--- src/rtl/snake_sprite_reader.sv ---
// Two-stage pixel reader for a 16x16 sprite ROM: box test and mirrored
// addressing in stage 1, colour sample and key-out in stage 2.
module snake_sprite_reader #(
  parameter int          X_W       = 10,
  parameter int          Y_W       = 10,
  parameter logic [23:0] KEY_COLOR = 24'h181b1d
) (
  input  logic           i_clk,
  input  logic           i_rst_n,
  input  logic           i_sof,
  input  logic [X_W-1:0] i_pos_x,
  input  logic [Y_W-1:0] i_pos_y,
  input  logic [1:0]     i_dir,
  input  logic           i_valid,
  input  logic [X_W-1:0] i_x,
  input  logic [Y_W-1:0] i_y,
  output logic [7:0]     o_rom_addr,
  input  logic [23:0]    i_rom_data,
  output logic           o_valid,
  output logic           o_hit,
  output logic [23:0]    o_rgb,
  output logic           dbg_state
);

  typedef enum logic {IDLE = 1'b0, ACTIVE = 1'b1} state_t;

  localparam logic [X_W:0] SPAN_X = (X_W+1)'(16);
  localparam logic [Y_W:0] SPAN_Y = (Y_W+1)'(16);

  state_t         state_q, state_d;
  logic [X_W-1:0] anchor_x_q;
  logic [Y_W-1:0] anchor_y_q;
  logic [1:0]     dir_q;

  logic [X_W-1:0] ax;
  logic [Y_W-1:0] ay;
  logic [1:0]     dir_eff;
  logic           active_eff;
  logic           in_x, in_y, in_box;
  logic [3:0]     u, v, col, row;
  logic           s1_valid, s1_in;
  logic           hit;

  always_ff @(posedge i_clk or negedge i_rst_n) begin
    if (!i_rst_n) state_q <= IDLE;
    else          state_q <= state_d;
  end

  always_comb begin
    state_d = state_q;
    if (i_sof) state_d = ACTIVE;
  end

  assign dbg_state = state_q;

  always_ff @(posedge i_clk or negedge i_rst_n) begin
    if (!i_rst_n) begin
      anchor_x_q <= '0;
      anchor_y_q <= '0;
      dir_q      <= '0;
    end else if (i_sof) begin
      anchor_x_q <= i_pos_x;
      anchor_y_q <= i_pos_y;
      dir_q      <= i_dir;
    end
  end

  // The pixel arriving with i_sof already uses the new anchor and dir.
  assign ax         = i_sof ? i_pos_x : anchor_x_q;
  assign ay         = i_sof ? i_pos_y : anchor_y_q;
  assign dir_eff    = i_sof ? i_dir   : dir_q;
  assign active_eff = (state_q == ACTIVE) || i_sof;

  // One extra bit keeps anchor+16 from wrapping, so the box is clipped.
  assign in_x = ({1'b0, i_x} >= {1'b0, ax}) && ({1'b0, i_x} < ({1'b0, ax} + SPAN_X));
  assign in_y = ({1'b0, i_y} >= {1'b0, ay}) && ({1'b0, i_y} < ({1'b0, ay} + SPAN_Y));
  assign in_box = active_eff && in_x && in_y;

  assign u   = i_x[3:0] - ax[3:0];
  assign v   = i_y[3:0] - ay[3:0];
  assign col = dir_eff[0] ? ~u : u;
  assign row = dir_eff[1] ? ~v : v;

  always_ff @(posedge i_clk or negedge i_rst_n) begin
    if (!i_rst_n) begin
      o_rom_addr <= 8'd0;
      s1_valid   <= 1'b0;
      s1_in      <= 1'b0;
    end else begin
      s1_valid <= i_valid;
      s1_in    <= in_box && i_valid;
      if (i_valid) o_rom_addr <= in_box ? {row, col} : 8'd0;
    end
  end

  assign hit = s1_in && (i_rom_data != KEY_COLOR);

  always_ff @(posedge i_clk or negedge i_rst_n) begin
    if (!i_rst_n) begin
      o_valid <= 1'b0;
      o_hit   <= 1'b0;
      o_rgb   <= 24'd0;
    end else begin
      o_valid <= s1_valid;
      o_hit   <= hit;
      o_rgb   <= hit ? i_rom_data : 24'd0;
    end
  end

endmodule

--- config.mk ---
export PLATFORM = sky130hd
export DESIGN_NAME = snake_sprite_reader
export DESIGN_NICKNAME = d
export VERILOG_FILES = /design/src/rtl/snake_sprite_reader.sv
export SDC_FILE = /design/constraint.sdc
export NUM_CORES = 1
export LEC_CHECK = 0
export ABC_CLOCK_PERIOD_IN_PS = 5700
export CORE_MARGIN = 2
export CORE_UTILIZATION = 50
export CTS_CLUSTER_DIAMETER = 40
export DETAILED_ROUTE_END_ITERATION = 12
export PLACE_DENSITY = 0.85
export SLEW_MARGIN = 10
export SYNTH_ARGS = -nofsm -noshare
export SYNTH_HDL_FRONTEND = slang
export SYNTH_SLANG_ARGS = --single-unit
--- constraint.sdc ---
create_clock -name i_clk -period 5.7 [get_ports i_clk]
set_clock_uncertainty 0.1 [all_clocks]
set_input_delay 0.855 -clock i_clk [delete_from_list [all_inputs] [get_ports i_clk]]
set_output_delay 0.855 -clock i_clk [all_outputs]
set_load 0.1 [all_outputs]
==> results.json <==
{
  "status": "complete, no violations",
  "clk_pin_slew_ps": 70,
  "gp_congestion": 0.8171,
  "htreeDepth": 3,
  "final_area_mm2": 0.004614,
  "clockRootBuffer": "clkbuf_8",
  "cp-start-kind": "primary input",
  "die-area_mm2": 0.007273,
  "ctsResizeCount": 0,
  "cts_buffer_depth": 2,
  "area_delta_synth_final_pct": 39.70,
  "finalSetupTns_ps": 0,
  "grt_max_degree": 60,
  "p_total_mw": 1.223,
  "path_cells": "clkdlybuf4s50_1 > mux2i_1 > inv_1 > ha_1 > nand2_1 > o22ai_2 > xnor2_1 > ha_1 > a2111oi_2 > o211ai_1 > o22ai_2 > nand3_4 > o22ai_1",
  "netlist_area_mm2": 0.003303,
  "max_stage_delay_ps": 1020,
  "pwr-share-comb_pct": 28.1,
  "vias_per_cell": 5.218,
  "crit_required_ps": 5840,
  "wire_per_inst_um": 15.55,
  "drv_cap": 0,
  "synth_top_area_share_pct": 44.70,
  "dr.pass1.iters": 4,
  "ys_warn_count": 0,
  "cts_made_buffers": 9,
  "dp_slack_ps": 1157,
  "synth_cells": 289,
  "die_h_um": 85.28,
  "critPathKind": "primary input to flop",
  "cts_tree": "done",
  "finalHoldViolCount": 0,
  "pwr-share-clk_pct": 34.8,
  "final_common_cell": "clkdlybuf4s50_1",
  "route.detailed.drc": 0,
  "min_period_ps": 4215,
  "rsz0062_at_grt": "no",
  "p_leak_nw": 2.116,
  "cp_slowest_cell": "clkdlybuf4s50_1",
  "synth_edf_count": 0,
  "fin_util_pct": 72.26,
  "synth-seq-area-share_pct": 44.70,
  "drt_iter0_drc": 115,
  "start_util_pct": 51.72,
  "pin_count": 105,
  "io_buffers": 104,
  "ir_worst_vdd_mv": 0.1854,
  "p_int_mw": 0.8603,
  "worst_slack_ps": 1485,
  "die_w_um": 85.28,
  "via_count": 2510,
  "finalMaxSlewViolations": 0,
  "cts_setup_buffers": 0,
  "p_sw_share_pct": 29.64,
  "drive_gt1_share_pct": 8.663,
  "worstMarginPinSlew_ps": 1003,
  "synth_area_leader_cell": "dfrtp_1",
  "grt_pass1_wl_mm": 12.69,
  "clk_latency_ps": 330,
  "placed_area_mm2": 0.004389,
  "syn_area_per_cell_um2": 11.43,
  "netSwitchingPower_mw": 0.3625,
  "power.density_mw_per_mm2": 265.0,
  "syn_nets": 395,
  "cp-end-kind": "flop",
  "grt_pass1_vias": 2759,
  "finalSetupViolCount": 0,
  "grtUsageTotal_pct": 22.20,
  "path_buf_inv": 2,
  "diodes": 0,
  "totalWireLength_mm": 7.479,
  "synthArstFlopShare_pct": 100.0,
  "hold_class": "flop to flop",
  "drtAntennaViolNets": 0,
  "synth_ff_type": "dfrtp_1",
  "nets": 506,
  "finalCritPeriodShare_pct": 73.95,
  "layout_common_cells": "clkdlybuf4s50_1 (103), dfrtp_1 (59), inv_1 (36)",
  "worstPathArrival_ps": 4350,
  "yosysUniqueCellTypes": 50,
  "crit_fanout": 12,
  "dpl.hpwl_mm": 5.923,
  "crit_family": "buffers and inverters",
  "antenna_found_initial": 0,
  "slew_headroom_pct": 32.95,
  "seqPwrFrac_pct": 37.0,
  "rows": 29,
  "coreArea_mm2": 0.006386,
  "grt_overflow": 0,
  "ys_ff_latch": 59,
  "hold_buffers": 0,
  "clock_sinks": 59,
  "yosys-top-cells-area": "dfrtp_1 (45%), ha_1 (13%), and2_1 (4.7%), inv_1 (4.1%), xnor2_1 (4.0%)",
  "timing.fmax_mhz": 237.2
}
-- cells by family after synthesis --
logic type | after synthesis | synth area share (%)
xor gates and xnor gates | 20 | 5.303
adders and majority gates | 36 | 14.09
and+or+nand+nor | 64 | 12.31
muxes | 21 | 7.841
DFF | 59 | 44.70
buffers and inverters | 42 | 5.947
AOI/OAI and AO/OA | 47 | 9.810
-- power groups by stage --
stage	Clock, mW	Sequential (mW)	Combinational (mW)
2_1_floorplan	0	0.517	0.171
3_3_place_gp	0	0.459	0.335
3_5_place_dp	0	0.461	0.344
4_1_cts	0.436	0.453	0.346
5_1_grt	0.450	0.455	0.378
6_report	0.426	0.453	0.344
-- registers in the layout, indices dropped and copies added, names as in the netlist --
register,count
anchor_x_q,10
anchor_y_q,10
dbg_state,1
dir_q,2
o_hit,1
o_rgb,24
o_rom_addr,8
o_valid,1
s1_in,1
s1_valid,1
-- Yosys cell counts (all sizes together) (2+ instances only) --
cell type / n
a2111oi: 2
a211oi: 3
a21oi: 10
and2: 25
buf: 4
clkbuf: 2
dfrtp: 59
fa: 2
ha: 34
inv: 36
mux2: 3
mux2i: 18
nand2: 10
nand2b: 3
nand3: 5
nand4: 2
nor2: 3
nor2b: 3
nor3: 3
nor4b: 3
o211ai: 3
o21a: 3
o21ai: 8
o22ai: 11
xnor2: 15
xor2: 5
-- final timing paths --
check                         startpoint            end  slack, ps  cells after the start
max in group asynchronous        i_rst_n  anchor_x_q[5]       4440                      2
setup / recovery                   i_sof  o_rom_addr[7]       1480                     13
hold reg to reg                 s1_valid        o_valid        260                      0
setup reg to reg           anchor_x_q[4]  o_rom_addr[7]       2820                     12
min in group asynchronous        i_rst_n  anchor_y_q[8]        570                      2
hold / removal                  s1_valid        o_valid        260                      0
-- metal layers --
layer  up-vias  global-route usage [%]  part of all wire [%]
met1      1193                   26.58                    41
li1       1217                       -                     -
met2        86                   37.86                    49
met3        14                   6.615                   7.8
met5         -                       0                     0
met4         0                   8.081                   2.0
-- stage by stage --
stage	std cells	hold slack, ps
2_1_floorplan	289	231.2
3_3_place_gp	466	236.0
3_5_place_dp	466	242.7
4_1_cts	481	258.9
5_1_grt	481	278.1
6_report	481	257.6
-- cell type report --
type / count / area, um2
clock buffers: 11 / 151.4
clock inverters: 4 / 73.82
fillers: 493 / 1772
inverters: 36 / 135.1
multi-input cells: 188 / 1630
flip-flops and latches: 59 / 1476
well taps: 77 / 96.34
repair buffers: 106 / 1051
Note: power is estimated with default switching activity, not from simulation.
